## src/rtl/atmega_uart_pkg.sv

```systemverilog
// Shared definitions for the atmega_uart register-bus sequencer.
// Holds the UCSRA/UCSRB/UCSRC bit positions of the UART and the state
// encoding of the controller FSM. No ports; imported by the controller.
package atmega_uart_pkg;

  // UCSRA status bits
  localparam int UCSRA_RXC  = 7;
  localparam int UCSRA_TXC  = 6;
  localparam int UCSRA_UDRE = 5;
  localparam int UCSRA_FE   = 4;
  localparam int UCSRA_DOR  = 3;
  localparam int UCSRA_UPE  = 2;
  localparam int UCSRA_U2X  = 1;
  localparam int UCSRA_MPCM = 0;

  // UCSRB control bits
  localparam int UCSRB_RXCIE = 7;
  localparam int UCSRB_TXCIE = 6;
  localparam int UCSRB_UDRIE = 5;
  localparam int UCSRB_RXEN  = 4;
  localparam int UCSRB_TXEN  = 3;
  localparam int UCSRB_UCSZ2 = 2;
  localparam int UCSRB_RXB8  = 1;
  localparam int UCSRB_TXB8  = 0;

  // UCSRC frame-format bits
  localparam int UCSRC_UMSEL = 6;
  localparam int UCSRC_UPM1  = 5;
  localparam int UCSRC_UPM0  = 4;
  localparam int UCSRC_USBS  = 3;
  localparam int UCSRC_UCSZ1 = 2;
  localparam int UCSRC_UCSZ0 = 1;
  localparam int UCSRC_UCPOL = 0;

  // Controller FSM: four configuration writes, then the service loop
  typedef enum logic [2:0] {
    CFG_L  = 3'd0,
    CFG_H  = 3'd1,
    CFG_C  = 3'd2,
    CFG_B  = 3'd3,
    POLL   = 3'd4,
    RD_UDR = 3'd5,
    WR_UDR = 3'd6,
    GAP    = 3'd7
  } ctrl_state_e;

endpackage

```

## src/rtl/atmega_uart_ctrl_rr_arbiter.sv

```systemverilog
// Combinational round-robin arbiter.
// Searches the request vector starting one position after the last grant
// and returns the first active requester as a one-hot grant plus index.
// The pointer itself lives in the parent.
//   req_i   : request vector
//   last_i  : index of the previous grant
//   en_i    : arbitration enable; grant is all-zero when low
//   grant_o : one-hot grant
//   idx_o   : index of the granted requester
//   valid_o : a grant was issued
module rr_arbiter #(
  parameter int N = 4,
  localparam int IdxW = (N > 1) ? $clog2(N) : 1
) (
  input  logic [N-1:0]    req_i,
  input  logic [IdxW-1:0] last_i,
  input  logic            en_i,
  output logic [N-1:0]    grant_o,
  output logic [IdxW-1:0] idx_o,
  output logic            valid_o
);

  int cand;

  // Offsets 1..N cover every requester once, with the last grantee
  // examined last so it cannot starve the others.
  always_comb begin
    grant_o = '0;
    idx_o   = '0;
    valid_o = 1'b0;
    cand    = 0;
    for (int i = 1; i <= N; i++) begin
      cand = (int'(last_i) + i) % N;
      if (en_i && !valid_o && req_i[cand[IdxW-1:0]]) begin
        valid_o                = 1'b1;
        idx_o                  = cand[IdxW-1:0];
        grant_o[cand[IdxW-1:0]] = 1'b1;
      end
    end
  end

endmodule

```

## src/rtl/atmega_uart_ctrl.sv

```systemverilog
// Bus-master sequencer between NUM_REQ byte-stream clients and one
// atmega_uart. After reset it writes UBRRL, UBRRH, UCSRC, UCSRB, then
// polls UCSRA, moving received bytes into a one-deep holding register and
// writing round-robin granted client bytes to UDR.
//   clk_i, rst_i      : clock, synchronous active-low reset
//   cfg_req_i         : pulse to rerun the configuration sequence
//   tx_valid_i/data_i : per-requester byte stream, tx_ready_o one-hot accept
//   rx_valid_o/data_o : held received byte, rx_ferr_o its framing error
//   rx_ready_i        : consumer accepts the held byte
//   uart_*            : registered UART register bus (uart_dat_i combinational)
//   cfg_done_o        : configuration complete
//   busy_o            : FSM is not in POLL
module atmega_uart_ctrl
  import atmega_uart_pkg::*;
#(
  parameter int                           BUS_ADDR_DATA_LEN = 8,
  parameter logic [BUS_ADDR_DATA_LEN-1:0] UDR_ADDR          = 'hc1,
  parameter logic [BUS_ADDR_DATA_LEN-1:0] UCSRA_ADDR        = 'hc8,
  parameter logic [BUS_ADDR_DATA_LEN-1:0] UCSRB_ADDR        = 'hc9,
  parameter logic [BUS_ADDR_DATA_LEN-1:0] UCSRC_ADDR        = 'hca,
  parameter logic [BUS_ADDR_DATA_LEN-1:0] UBRRL_ADDR        = 'hcc,
  parameter logic [BUS_ADDR_DATA_LEN-1:0] UBRRH_ADDR        = 'hcd,
  parameter int                           NUM_REQ           = 4,
  parameter logic [11:0]                  UBRR_INIT         = 12'd103,
  parameter logic [7:0]                   UCSRC_INIT        = 8'h06,
  parameter logic [7:0]                   UCSRB_INIT        = 8'h18
) (
  input  logic                         clk_i,
  input  logic                         rst_i,
  input  logic                         cfg_req_i,
  input  logic [NUM_REQ-1:0]           tx_valid_i,
  input  logic [8*NUM_REQ-1:0]         tx_data_i,
  output logic [NUM_REQ-1:0]           tx_ready_o,
  output logic                         rx_valid_o,
  output logic [7:0]                   rx_data_o,
  output logic                         rx_ferr_o,
  input  logic                         rx_ready_i,
  output logic [BUS_ADDR_DATA_LEN-1:0] uart_addr_o,
  output logic                         uart_wr_o,
  output logic                         uart_rd_o,
  output logic [7:0]                   uart_dat_o,
  input  logic [7:0]                   uart_dat_i,
  output logic                         cfg_done_o,
  output logic                         busy_o
);

  localparam int IdxW = (NUM_REQ > 1) ? $clog2(NUM_REQ) : 1;

  ctrl_state_e state_q, state_d;

  logic [IdxW-1:0]              rr_q, rr_d;
  logic                         cfgPend_q, cfgPend_d;
  logic                         feLatch_q, feLatch_d;
  logic                         rxValid_q, rxValid_d;
  logic [7:0]                   rxData_q, rxData_d;
  logic                         rxFerr_q, rxFerr_d;
  logic                         cfgDone_q, cfgDone_d;
  logic                         busy_q, busy_d;
  logic                         busWr_q, busWr_d;
  logic                         busRd_q, busRd_d;
  logic [BUS_ADDR_DATA_LEN-1:0] busAddr_q, busAddr_d;
  logic [7:0]                   busDat_q, busDat_d;
  logic [NUM_REQ-1:0]           txReady_q, txReady_d;

  logic               arbEn;
  logic [NUM_REQ-1:0] arbGrant;
  logic [IdxW-1:0]    arbIdx;
  logic               arbValid;
  logic [7:0]         txByte;
  logic               inCfg;
  logic               rxCanRead;
  logic               txCanWrite;

  assign arbEn = (state_q == POLL);

  rr_arbiter #(.N(NUM_REQ)) u_arb (
    .req_i   (tx_valid_i),
    .last_i  (rr_q),
    .en_i    (arbEn),
    .grant_o (arbGrant),
    .idx_o   (arbIdx),
    .valid_o (arbValid)
  );

  // One-hot mux of the granted requester's byte
  always_comb begin
    txByte = '0;
    for (int k = 0; k < NUM_REQ; k++) begin
      if (arbGrant[k]) txByte = tx_data_i[8*k +: 8];
    end
  end

  // uart_dat_i only carries UCSRA while in POLL, so these are qualified there
  assign inCfg      = (state_q == CFG_L) || (state_q == CFG_H) ||
                      (state_q == CFG_C) || (state_q == CFG_B);
  assign rxCanRead  = uart_dat_i[UCSRA_RXC] && (!rxValid_q || rx_ready_i);
  assign txCanWrite = uart_dat_i[UCSRA_UDRE] && arbValid;

  // Next-state logic. CFG_L waits until its write is actually on the bus:
  // after reset the bus is idle in CFG_L, whereas entry from POLL issues
  // the write on the same edge.
  always_comb begin
    state_d = state_q;
    unique case (state_q)
      CFG_L:  if (busWr_q) state_d = CFG_H;
      CFG_H:  state_d = CFG_C;
      CFG_C:  state_d = CFG_B;
      CFG_B:  state_d = GAP;
      POLL: begin
        if (cfgPend_q)       state_d = CFG_L;
        else if (rxCanRead)  state_d = RD_UDR;
        else if (txCanWrite) state_d = WR_UDR;
      end
      RD_UDR: state_d = GAP;
      WR_UDR: state_d = GAP;
      GAP:    state_d = POLL;
      default: state_d = CFG_L;
    endcase
  end

  // Bus outputs are registered from the next state so each operation is
  // on the bus during the cycle the FSM sits in the matching state.
  always_comb begin
    busWr_d   = 1'b0;
    busRd_d   = 1'b0;
    busAddr_d = '0;
    busDat_d  = '0;
    txReady_d = '0;
    unique case (state_d)
      CFG_L: begin
        busWr_d   = 1'b1;
        busAddr_d = UBRRL_ADDR;
        busDat_d  = UBRR_INIT[7:0];
      end
      CFG_H: begin
        busWr_d   = 1'b1;
        busAddr_d = UBRRH_ADDR;
        busDat_d  = {4'h0, UBRR_INIT[11:8]};
      end
      CFG_C: begin
        busWr_d   = 1'b1;
        busAddr_d = UCSRC_ADDR;
        busDat_d  = UCSRC_INIT;
      end
      CFG_B: begin
        busWr_d   = 1'b1;
        busAddr_d = UCSRB_ADDR;
        busDat_d  = UCSRB_INIT;
      end
      POLL: begin
        busRd_d   = 1'b1;
        busAddr_d = UCSRA_ADDR;
      end
      RD_UDR: begin
        busRd_d   = 1'b1;
        busAddr_d = UDR_ADDR;
      end
      // WR_UDR is only reachable from POLL, where the arbiter is enabled
      WR_UDR: begin
        busWr_d   = 1'b1;
        busAddr_d = UDR_ADDR;
        busDat_d  = txByte;
        txReady_d = arbGrant;
      end
      default: ;
    endcase
  end

  // Bookkeeping: rr pointer, cfg request latch, FE latch, rx holding
  // register and status flags.
  always_comb begin
    rr_d      = rr_q;
    feLatch_d = feLatch_q;
    rxValid_d = rxValid_q;
    rxData_d  = rxData_q;
    rxFerr_d  = rxFerr_q;
    cfgDone_d = cfgDone_q;
    cfgPend_d = cfgPend_q;

    if (state_q == POLL && state_d == WR_UDR) rr_d = arbIdx;
    if (state_q == POLL && state_d == RD_UDR) feLatch_d = uart_dat_i[UCSRA_FE];

    // A reload in RD_UDR wins over a simultaneous consume
    if (state_q == RD_UDR) begin
      rxValid_d = 1'b1;
      rxData_d  = uart_dat_i;
      rxFerr_d  = feLatch_q;
    end else if (rxValid_q && rx_ready_i) begin
      rxValid_d = 1'b0;
    end

    if (state_d == POLL)       cfgDone_d = 1'b1;
    else if (state_d == CFG_L) cfgDone_d = 1'b0;

    // Requests arriving while configuring are dropped; taking one clears it
    if (state_q == POLL && cfgPend_q) cfgPend_d = 1'b0;
    else if (cfg_req_i && !inCfg)     cfgPend_d = 1'b1;
  end

  assign busy_d = (state_d != POLL);

  always_ff @(posedge clk_i) begin
    if (!rst_i) begin
      state_q   <= CFG_L;
      rr_q      <= IdxW'(NUM_REQ - 1);
      cfgPend_q <= 1'b0;
      feLatch_q <= 1'b0;
      rxValid_q <= 1'b0;
      rxData_q  <= '0;
      rxFerr_q  <= 1'b0;
      cfgDone_q <= 1'b0;
      busy_q    <= 1'b0;
      busWr_q   <= 1'b0;
      busRd_q   <= 1'b0;
      busAddr_q <= '0;
      busDat_q  <= '0;
      txReady_q <= '0;
    end else begin
      state_q   <= state_d;
      rr_q      <= rr_d;
      cfgPend_q <= cfgPend_d;
      feLatch_q <= feLatch_d;
      rxValid_q <= rxValid_d;
      rxData_q  <= rxData_d;
      rxFerr_q  <= rxFerr_d;
      cfgDone_q <= cfgDone_d;
      busy_q    <= busy_d;
      busWr_q   <= busWr_d;
      busRd_q   <= busRd_d;
      busAddr_q <= busAddr_d;
      busDat_q  <= busDat_d;
      txReady_q <= txReady_d;
    end
  end

  assign uart_wr_o   = busWr_q;
  assign uart_rd_o   = busRd_q;
  assign uart_addr_o = busAddr_q;
  assign uart_dat_o  = busDat_q;
  assign tx_ready_o  = txReady_q;
  assign rx_valid_o  = rxValid_q;
  assign rx_data_o   = rxData_q;
  assign rx_ferr_o   = rxFerr_q;
  assign cfg_done_o  = cfgDone_q;
  assign busy_o      = busy_q;

endmodule

```

## config.mk

```make
export PLATFORM = sky130hd
export DESIGN_NAME = atmega_uart_ctrl
export DESIGN_NICKNAME = d
export VERILOG_FILES = /design/src/rtl/atmega_uart_pkg.sv /design/src/rtl/atmega_uart_ctrl_rr_arbiter.sv /design/src/rtl/atmega_uart_ctrl.sv
export SDC_FILE = /design/constraint.sdc
export NUM_CORES = 1
export LEC_CHECK = 0
export CORE_MARGIN = 3
export CORE_UTILIZATION = 48
export DETAILED_ROUTE_END_ITERATION = 6
export GPL_TIMING_DRIVEN = 0
export PLACE_DENSITY = 0.86
export SYNTH_ARGS = -nofsm -noshare
export SYNTH_HDL_FRONTEND = slang
export SYNTH_HIERARCHICAL = 1
export SYNTH_SLANG_ARGS = --single-unit
```

## constraint.sdc

```tcl
create_clock -name clk_i -period 4.56 [get_ports clk_i]
set_input_delay 0.684 -clock clk_i [delete_from_list [all_inputs] [get_ports clk_i]]
set_output_delay 0.684 -clock clk_i [all_outputs]
set_load 0.03 [all_outputs]
```

# ---- Word level (Yosys, flattened, before mapping)
# Cells that the tools add are included.
dict set report classes {
  addsub 4
  n_lt_le_gt_ge 8
  n_eq_ne 14
  n_mux 45
  bitwise 4
  n_reduce_logical 37
}
# op count
set ops {}
lappend ops {{$pmux W8 S6} 1}
lappend ops {{$mux W8} 4}
lappend ops {{$pmux W8 S4} 1}
lappend ops {{$eq A3 B3 Y1 const B} 7}
lappend ops {{$logic_and A1 B1 Y1} 18}
lappend ops {{$mux W1} 18}
lappend ops {{$pmux W3 S6} 1}
lappend ops {{$mux W4} 4}
lappend ops {{$eq A3 B2 Y1 const B} 4}
lappend ops {{$lt A2 B3 Y1 const B} 4}
lappend ops {{$mux W3} 4}
lappend ops {{$or A4 B4 Y4} 3}
lappend ops {{$bmux W1 S2} 4}
lappend ops {{$demux W1 S2} 4}
lappend ops {{$ge A2 B1 Y1 const B} 4}
lappend ops {{$mux W2} 4}
lappend ops {{$eq A3 B1 Y1 const B} 2}
lappend ops {{$logic_not A3 Y1} 2}
lappend ops {{$reduce_or A2 Y1} 3}
lappend ops {{$logic_not A1 Y1} 5}
lappend ops {{$reduce_or A5 Y1} 1}
lappend ops {{$add A2 B1 Y2 const B} 2}
lappend ops {{$add A2 B2 Y2 const B} 2}
lappend ops {{$logic_or A1 B1 Y1} 4}
lappend ops {{5 further kinds} 6}
dict set report word_totals {
  register_bits 41
  in_bits 48
  out_inout_bits 34
  elab_cells 126
}

# ---- Depth between registers and ports, before layout
# Gate-level depths: netlist of the first run.
dict set report logic_depth {
  ltp_word 25
  mapped_depth 14
  ltp_nobuf 12
}

# ---- By module
# Netlist of the first run, hierarchy kept.
# module n_inst cells_each area_each_um2 seq_area_each_um2
set modules_own_cells {}
lappend modules_own_cells {atmega_uart_ctrl 1 187 1622.8 760.7}
lappend modules_own_cells {rr_arbiter 1 65 538.0 0.0}

# ---- Worst setup path before layout of the first run
# No wires, ideal clock.
dict set report synth_path {
  path_type {reg-to-reg}
  start {reg rr_q[0]}
  end {reg busDat_q[0], in the netlist uart_dat_o[0]}
  setup_time_ns 0.070
  t_arrival_ns 2.906
  t_required_ns 4.490
  slack_ns 1.583
  path_stages_with_launch 12
  n_path_buf 2
  synth_period_minus_slack_ns 2.977
  path_cell_list {dfxtp_1 buf_6 inv_1 ha_1 mux4_1 o211a_2 a221o_1 nor2b_1 clkbuf_1 a221oi_1 or4_1 a21oi_1}
}
dict set report synth_via {
  elab_cells_between_ends 67
  classes_between {add/sub: 4; order compare: 8; eq/ne: 3; mux: 33; bitwise: 3; reduce/logical: 16}
}
# item line_no
set synth_rtl {}
lappend synth_rtl {{start, declared} atmega_uart_ctrl.sv:51} ;# logic [IdxW-1:0] rr_q, rr_d;
lappend synth_rtl {{start signal, assigned} atmega_uart_ctrl.sv:205} ;# rr_q <= IdxW'(NUM_REQ - 1);
lappend synth_rtl {{start signal, assigned} atmega_uart_ctrl.sv:220} ;# rr_q <= rr_d;
lappend synth_rtl {{branches (longest 16 deep; another with $lt A2 B3 Y1)} n/a}
lappend synth_rtl {{$mux W4 *} atmega_uart_ctrl_rr_arbiter.sv:34} ;# if (en_i && !valid_o && req_i[cand[IdxW-1:0]]) begin
lappend synth_rtl {{via arbGrant[1]} atmega_uart_ctrl.sv:66} ;# logic [NUM_REQ-1:0] arbGrant;
lappend synth_rtl {{$mux W8 * (3 in series)} atmega_uart_ctrl.sv:89} ;# if (arbGrant[k]) txByte = tx_data_i[8*k +: 8];
lappend synth_rtl {{$pmux W8 S4 *} atmega_uart_ctrl.sv:129} ;# unique case (state_d)
lappend synth_rtl {{end signal, assigned} atmega_uart_ctrl.sv:231} ;# busDat_q <= busDat_d;
lappend synth_rtl {{end, declared} atmega_uart_ctrl.sv:62} ;# logic [7:0] busDat_q, busDat_d;
# Mark *: on every way through the listed nets, which the timed path passes. The select of a mux whose other input is x is not followed.
# A chain may end at the register's enable or synchronous reset.

# ---- Worst setup path after layout of the first run
dict set report layout_path {
  start {reg rr_q[1]}
  end {reg busDat_q[0], in the netlist uart_dat_o[0]}
}
dict set report layout_via {
  elab_cells_between_ends 67
  classes_between {add/sub: 4; order compare: 8; eq/ne: 3; mux: 33; bitwise: 3; reduce/logical: 16}
}
# item line_no
set layout_rtl {}
lappend layout_rtl {{branches (longest 16 deep; another with $lt A2 B3 Y1)} n/a}
lappend layout_rtl {{$mux W4 *} atmega_uart_ctrl_rr_arbiter.sv:34}
lappend layout_rtl {{via arbGrant[2]} atmega_uart_ctrl.sv:66}
lappend layout_rtl {{$mux W8 * (2 in series)} atmega_uart_ctrl.sv:89}
lappend layout_rtl {{$pmux W8 S4 *} atmega_uart_ctrl.sv:129}
# Marks and branches as above.

==> results of run 1 <==
kinds of logic (layout without fill, tap and decap cells):
family                     Yosys count  after routing  share of synthesized area (%)
and+or+nand+nor                     92             92                           22.2
AOI/OAI and AO/OA                   74             74                           25.4
DFF                                 38             38                           35.2
buffers and inverters               29            115                           6.54
muxes                               10             10                           6.02
adders and majority gates            7              7                           4.05
other                                1              2                          0.174
xor gates and xnor gates             1              1                          0.405
worst paths after layout:
kind,cells past startpoint,slack (ps),end
min reg2reg,2,460,rx_data_o[4]$_SDFFE_PN0P_
min,2,460,rx_data_o[4]$_SDFFE_PN0P_
max,12,1070,uart_dat_o[0]$_SDFF_PN0_
max reg2reg,12,1070,uart_dat_o[0]$_SDFF_PN0_
stage by stage:
step                hold WS (ps)  setup slack [ps]  power, W
floorplan                    440              1580  0.000483
global placement             442               905  0.000576
detailed placement           446               904  0.000579
CTS                          456              1110  0.000864
global route                 477               801  0.000897
finish                       456              1070  0.000860
critical path, cell delays in order (launching register included):
cell and delay, ps:
dfxtp_1 450, buf_2 260, inv_1 110, ha_1 400, mux4_1 340, buf_2 200, o31ai_1 270, a221o_1 150
clkbuf_1 320, or2_2 250, a221oi_1 60, or4_1 490, a21oi_1 130
power breakdown:
part / internal [W] / switching, W
sequential: 0.000352 / 0.00000718
clock: 0.000175 / 0.000111
combinational: 0.000101 / 0.000115
sequential cells by signal (all words and copies together), names as in the netlist:
name / count
feLatch_q: 1
uart_dat_o: 8
cfg_done_o: 1
rx_valid_o: 1
state_q: 3
cfgPend_q: 1
busy_o: 1
tx_ready_o: 4
uart_addr_o: 5
uart_rd_o: 1
rr_q: 2
rx_data_o: 8
uart_wr_o: 1
rx_ferr_o: 1
cell usage in the layout, fill, tap and decap left out, drive strengths merged, types with 4 or more instances in the layout:
cell,n
a211oi,6
a21oi,23
a221o,4
a221oi,7
and2,7
buf,10
clkbuf,13
clkdlybuf4s50,79
dfxtp,38
ha,7
inv,11
mux2i,7
nand2,25
nand2b,4
nand3,15
nor2,14
nor2b,7
nor3,7
o21ai,6
o22ai,5
o31ai,6
final cells by class:
class	count	area [um^2]	share of cell area, %
plain buffers	17	96.3	3.08
clock buffers	6	82.6	2.64
clock inverters	1	30.0	0.959
inverters	12	45.0	1.44
multi-input cells	186	1260	40.3
flip-flops and latches	38	761	24.3
well taps	50	62.6	2.00
repair buffers	79	791	25.3
layer usage:
layer	track usage [%]	wire [um]	up-vias
li1	-	-	1091
met1	29.4	2500	1051
met2	37.2	2850	82
met3	4.82	405	10
met4	7.79	110	0
met5	0	0	-
==> results by group, run 1 <==
Placed design
  • Routability congestion estimate: 0.862
  • PortBufs: 79
  • Hpwl dp: 4520 um
  • DP Area: 3020 um^2
  • Placed Cells: between 300 and 400

Synth
  • Post-synth ARST share: 0%
  • Post-synth top flop: dfxtp_1
  • EDFF count, synth: 0
  • Sequential area share after synthesis: between 30% and 40%
  • Most numerous cell in the Yosys netlist: dfxtp_1
  • Area contributors post-synth: dfxtp_1 35%, a21oi_1 5.3%, nand2_1 4.3%
  • #FFs+latches synth: 38
  • Top cell type's share of synthesized area: between 30% and 40%
  • Synth cell count leaders: 38 x dfxtp_1, 25 x nand2_1, 23 x a21oi_1
  • Yosys warnings: 6
  • Mapped Cells: 252
  • Synth Cell Area: between 2000 and 2500 um^2
  • Distinct cells, synth: 57
  • Syn_area_per_cell: roughly 8.6 um^2
  • Post-synth top area cell: dfxtp_1

Cells and area
  • NumNets Final: ~390
  • Final Cell Area: between 3000 and 4000 um^2
  • Post-layout util: around three quarters
  • Fillers: between 300 and 400
  • Layout cell share with drive strength beyond 1: 9.73%
  • Area grow syn2layout: 44.9%
  • Antenna cells: 0
  • Post-Layout Cell Count: 389

Outcome
  • Outcome: finished clean

Floorplanning
  • Die width: roughly 73 um
  • # rows: 23
  • I/O Pins: 82
  • Initial Utilization: about half
  • Die Area: around 5300 um^2
  • Core area: ~4200 um^2
  • DIE HEIGHT: 73.1 um

Route
  • DR iter-0 viols: 138
  • Drt first pass iters: 4
  • Vias per cell: 5.74
  • WL final: about 6000 um
  • Post-route DRC: 0
  • Avg WL per Cell: 15.1 um
  • Post-route ant nets: 0
  • Via count: between 2000 and 2500

Power and ir drop
  • VDD IR max: approximately 0.13 mV
  • P_leak: around 1.2 nW
  • Cell Pwr Density: 275 nW/um^2

STA
  • Total Neg Setup Slack: 0 ps
  • Final hold vios: 0
  • Setup violations, final: 0
  • Tightest Pin Transition: roughly 580 ps
  • Fmax: 287 MHz
  • RSZ-0062 raised after global routing: false
  • Post-layout min period: around 3500 ps
  • Slew margin rel.: 61.2%
  • Tcrit/Tclk final: between 70% and 80%
  • Clock skew: roughly 3.5 ps
  • Final Max Tran Viols: 0

Clocking
  • Num CTS Buffers: 5
  • CTS tree: built
  • Clock latency on the worst-skew pair: 280 ps
  • CTS root buf: clkbuf_8
  • Post-CTS sizing: 0
  • CTS Hold Bufs: 0
  • CTS Sinks: 38
  • Htree depth: 2
  • Setup Fix Bufs, Post-CTS: 0
  • Clk buf depth: 2
  • Clock-pin slew on the worst setup and hold paths: roughly 70 ps

Global route
  • Grt ovf: 0
  • Total GRT Usage: roughly 23%
  • Vias in the first global route: between 2000 and 2500
  • Antenna violations before repair: 0
  • Largest net degree at the start of global routing: 12
  • First-pass GRT wire length: 9600 um

Critical path
  • FF-to-FF Start: rr_q[1]$_SDFFE_PN1P_
  • CP endpoint kind: flip-flop
  • Critical path class: flip-flop to flip-flop
  • Arr. time, crit path: between 3000 and 4000 ps
  • Setup crit start: rr_q[1]$_SDFFE_PN1P_
  • Data required, critical path: about 4800 ps
  • Crit Path Max Fanout: 10
  • Startpoint types: flip-flop

Job
  • Total of max-cap violations: 0

Min path
  • Hold Crit Class: flip-flop to flip-flop
  • Hold Crit Start: rx_data_o[4]$_SDFFE_PN0P_
Power figures use the tool's default switching activity.
==> run 2, diff against run 1 <==
- CORE_UTILIZATION: 48 -> 40
- PLACE_DENSITY: 0.86 -> 0.77
- clock period: 4.56 -> 3.09 ns (I/O delays scaled with it)
==> run 2 against run 1 <==
Compared with the run above: register-to-register slack got worse by 930 ps; utilization decreased by 12 points; sequential cell count unchanged; cell count increased by 5.7%; clock power increased by 15%.
==> results by group, run 2 (synthesis gave the netlist of run 1 again) <==
Outcome
  • Outcome: finished clean

Min path
  • Hold Crit Class: flip-flop to flip-flop

Route
  • Post-route DRC: 0
  • Avg WL per Cell: ~15 um
  • WL final: between 5000 and 6000 um
  • Post-route ant nets: 0
  • DR iter-0 viols: 130
  • Via count: around 2100
  • Vias per cell: approximately 5.2
  • Drt first pass iters: 4

Global route
  • First-pass GRT wire length: between 9000 and 10000 um
  • Antenna violations before repair: 0
  • Vias in the first global route: around 2000
  • Grt ovf: 0
  • Largest net degree at the start of global routing: 16
  • Total GRT Usage: around a fifth

Job
  • Total of max-cap violations: 0

Power and ir drop
  • Total power: 0.00119 W
  • Sw Ratio: approximately 30%
  • Clk network pwr share: between 20% and 30%
  • Seq pwr share: 44.2%
  • VDD IR max: around 0.2 mV
  • P_leak: about 1.2 nW
  • P_sw: around 0.00035 W
  • Cell Pwr Density: 363 nW/um^2
  • Cell Int Power: ~0.00085 W
  • Comb power frac: between 20% and 30%

Critical path
  • Arr. time, crit path: approximately 3200 ps
  • R2R Setup Slk: roughly 140 ps
  • Crit-path slowest cell: or4_1
  • Critical path class: flip-flop to flip-flop
  • Data required, critical path: 3300 ps
  • Startpoint types: flip-flop
  • CP peak stage delay: 470 ps
  • Worst path cell trace: buf_8 > inv_1 > ha_4 > mux4_2 > o211a_2 > a221o_1 > nor2b_1 > buf_4 > a221oi_2 > or4_1 > a21oi_1
  • Crit Path Max Fanout: 10
  • CP endpoint kind: flip-flop

Clocking
  • CTS Hold Bufs: 0
  • CTS tree: built
  • Htree depth: 2
  • Num CTS Buffers: 5
  • CTS Sinks: 38
  • CTS root buf: clkbuf_8
  • Clk buf depth: 2
  • Clock-pin slew on the worst setup and hold paths: approximately 70 ps
  • Clock latency on the worst-skew pair: 280 ps

Floorplanning
  • DIE HEIGHT: 79.5 um
  • I/O Pins: 82
  • Die width: 79.5 um
  • # rows: 26
  • Die Area: roughly 6300 um^2
  • Initial Utilization: between 40% and 50%
  • Core area: 5170 um^2

Cells and area
  • Area grow syn2layout: 52.1%
  • Layout cell share with drive strength beyond 1: between 10% and 20%
  • Most frequent cells in the layout: 79 x clkdlybuf4s50_1, 36 x dfxtp_1, 23 x nand2_1, 23 x a21oi_1, 14 x nand3_1
  • NumNets Final: approximately 400
  • Area of the multi-input gates: approximately 1400 um^2
  • Commonest non-fill, non-tap cell in the layout: clkdlybuf4s50_1
  • Antenna cells: 0
  • Post-Layout Cell Count: roughly 410
  • Fillers: roughly 440
  • FF/Latch Area: between 700 and 800 um^2

Placed design
  • Hpwl dp: between 4000 and 5000 um
  • Routability congestion estimate: 0.912
  • PortBufs: 79
  • Placed Cells: around 400
  • Worst slack, placed: -439 ps

STA
  • Final Max Tran Viols: 0
  • Final setup margin: 144 ps
  • Final hold vios: 0
  • RSZ-0062 raised after global routing: false
  • Total Neg Setup Slack: 0 ps
  • Setup violations, final: 0
  • Clock skew: roughly 1.7 ps
  • Tcrit/Tclk final: 95.3%
  • Hold Slack: 453 ps
  • Post-layout min period: slightly below 3000 ps
  • Fmax: about 340 MHz
run 2: cell types whose count changed in the layout (fill, tap and decap cells not counted), sizes merged:
| cell | change |
|---|---|
| buf | +5 |
| clkbuf | -2 |
| bufinv | -1 |
run 2: stage by stage:
stage | instance area, um^2 | utilization [%]
after floorplan | 2160 | -
after global placement | 3040 | 58.8
after detailed placement | 3040 | 58.8
after CTS | 3160 | 61.1
after global routing | 3290 | 63.5
final | 3290 | 63.5
run 2: path summary, 6_finish.rpt:
| check | startpoint | cells past startpoint | end |
|---|---|---|---|
| setup / recovery | rr_q[0]$_SDFFE_PN1P_ | 11 | uart_dat_o[0]$_SDFF_PN0_ |
| hold / removal | rx_data_o[3]$_SDFFE_PN0P_ | 2 | rx_data_o[3]$_SDFFE_PN0P_ |
| hold reg to reg | rx_data_o[3]$_SDFFE_PN0P_ | 2 | rx_data_o[3]$_SDFFE_PN0P_ |
| setup reg to reg | rr_q[0]$_SDFFE_PN1P_ | 11 | uart_dat_o[0]$_SDFF_PN0_ |
run 2: critical path: cells and delay by family, from the launching register on:
kind | cells | cell delay, ps
AOI/OAI and AO/OA | 4 | 840
adders and majority gates | 1 | 310
buffers and inverters | 3 | 410
DFF | 1 | 380
muxes | 1 | 340
and+or+nand+nor | 2 | 580
run 2: area by class of cell:
cell class,instances,share of cell area (%)
buffer,15,3.20
clock buffer,6,2.51
tap,70,2.67
timing repair buffer,84,25.6
inverter,12,1.37
multi-input combinational,186,41.3
sequential,38,23.4
run 2: power by group through the flow:
stage	registers, W	clock network, W	logic (W)
2_1_floorplan	0.000589	0	0.000124
3_3_place_gp	0.000541	0	0.000314
3_5_place_dp	0.000541	0	0.000317
4_1_cts	0.000529	0.000338	0.000322
5_1_grt	0.000532	0.000358	0.000359
6_report	0.000528	0.000330	0.000336
run 2: timing repair:
action                                  4_1_cts  5_1_grt
resized for setup                            12       22
hold endpoints to repair                      0        0
endpoints found under the setup margin       19       11
pin swaps                                     0        1
setup buffers                                 0        5
run 2: routing by layer:
metal	vias to the layer above	track usage, %	share of wire (%)
li1	1088	-	-
met1	981	24.7	46
met2	66	31.9	47
met3	11	4.51	5.7
met4	0	4.81	1.7
met5	-	0	0
==> run 3, diff against run 2 <==
- ABC_AREA: not set -> 0
- CAP_MARGIN: not set -> 15
==> results of run 3 <==
The final DEF is identical to that of run 2; final timing and power are the same.
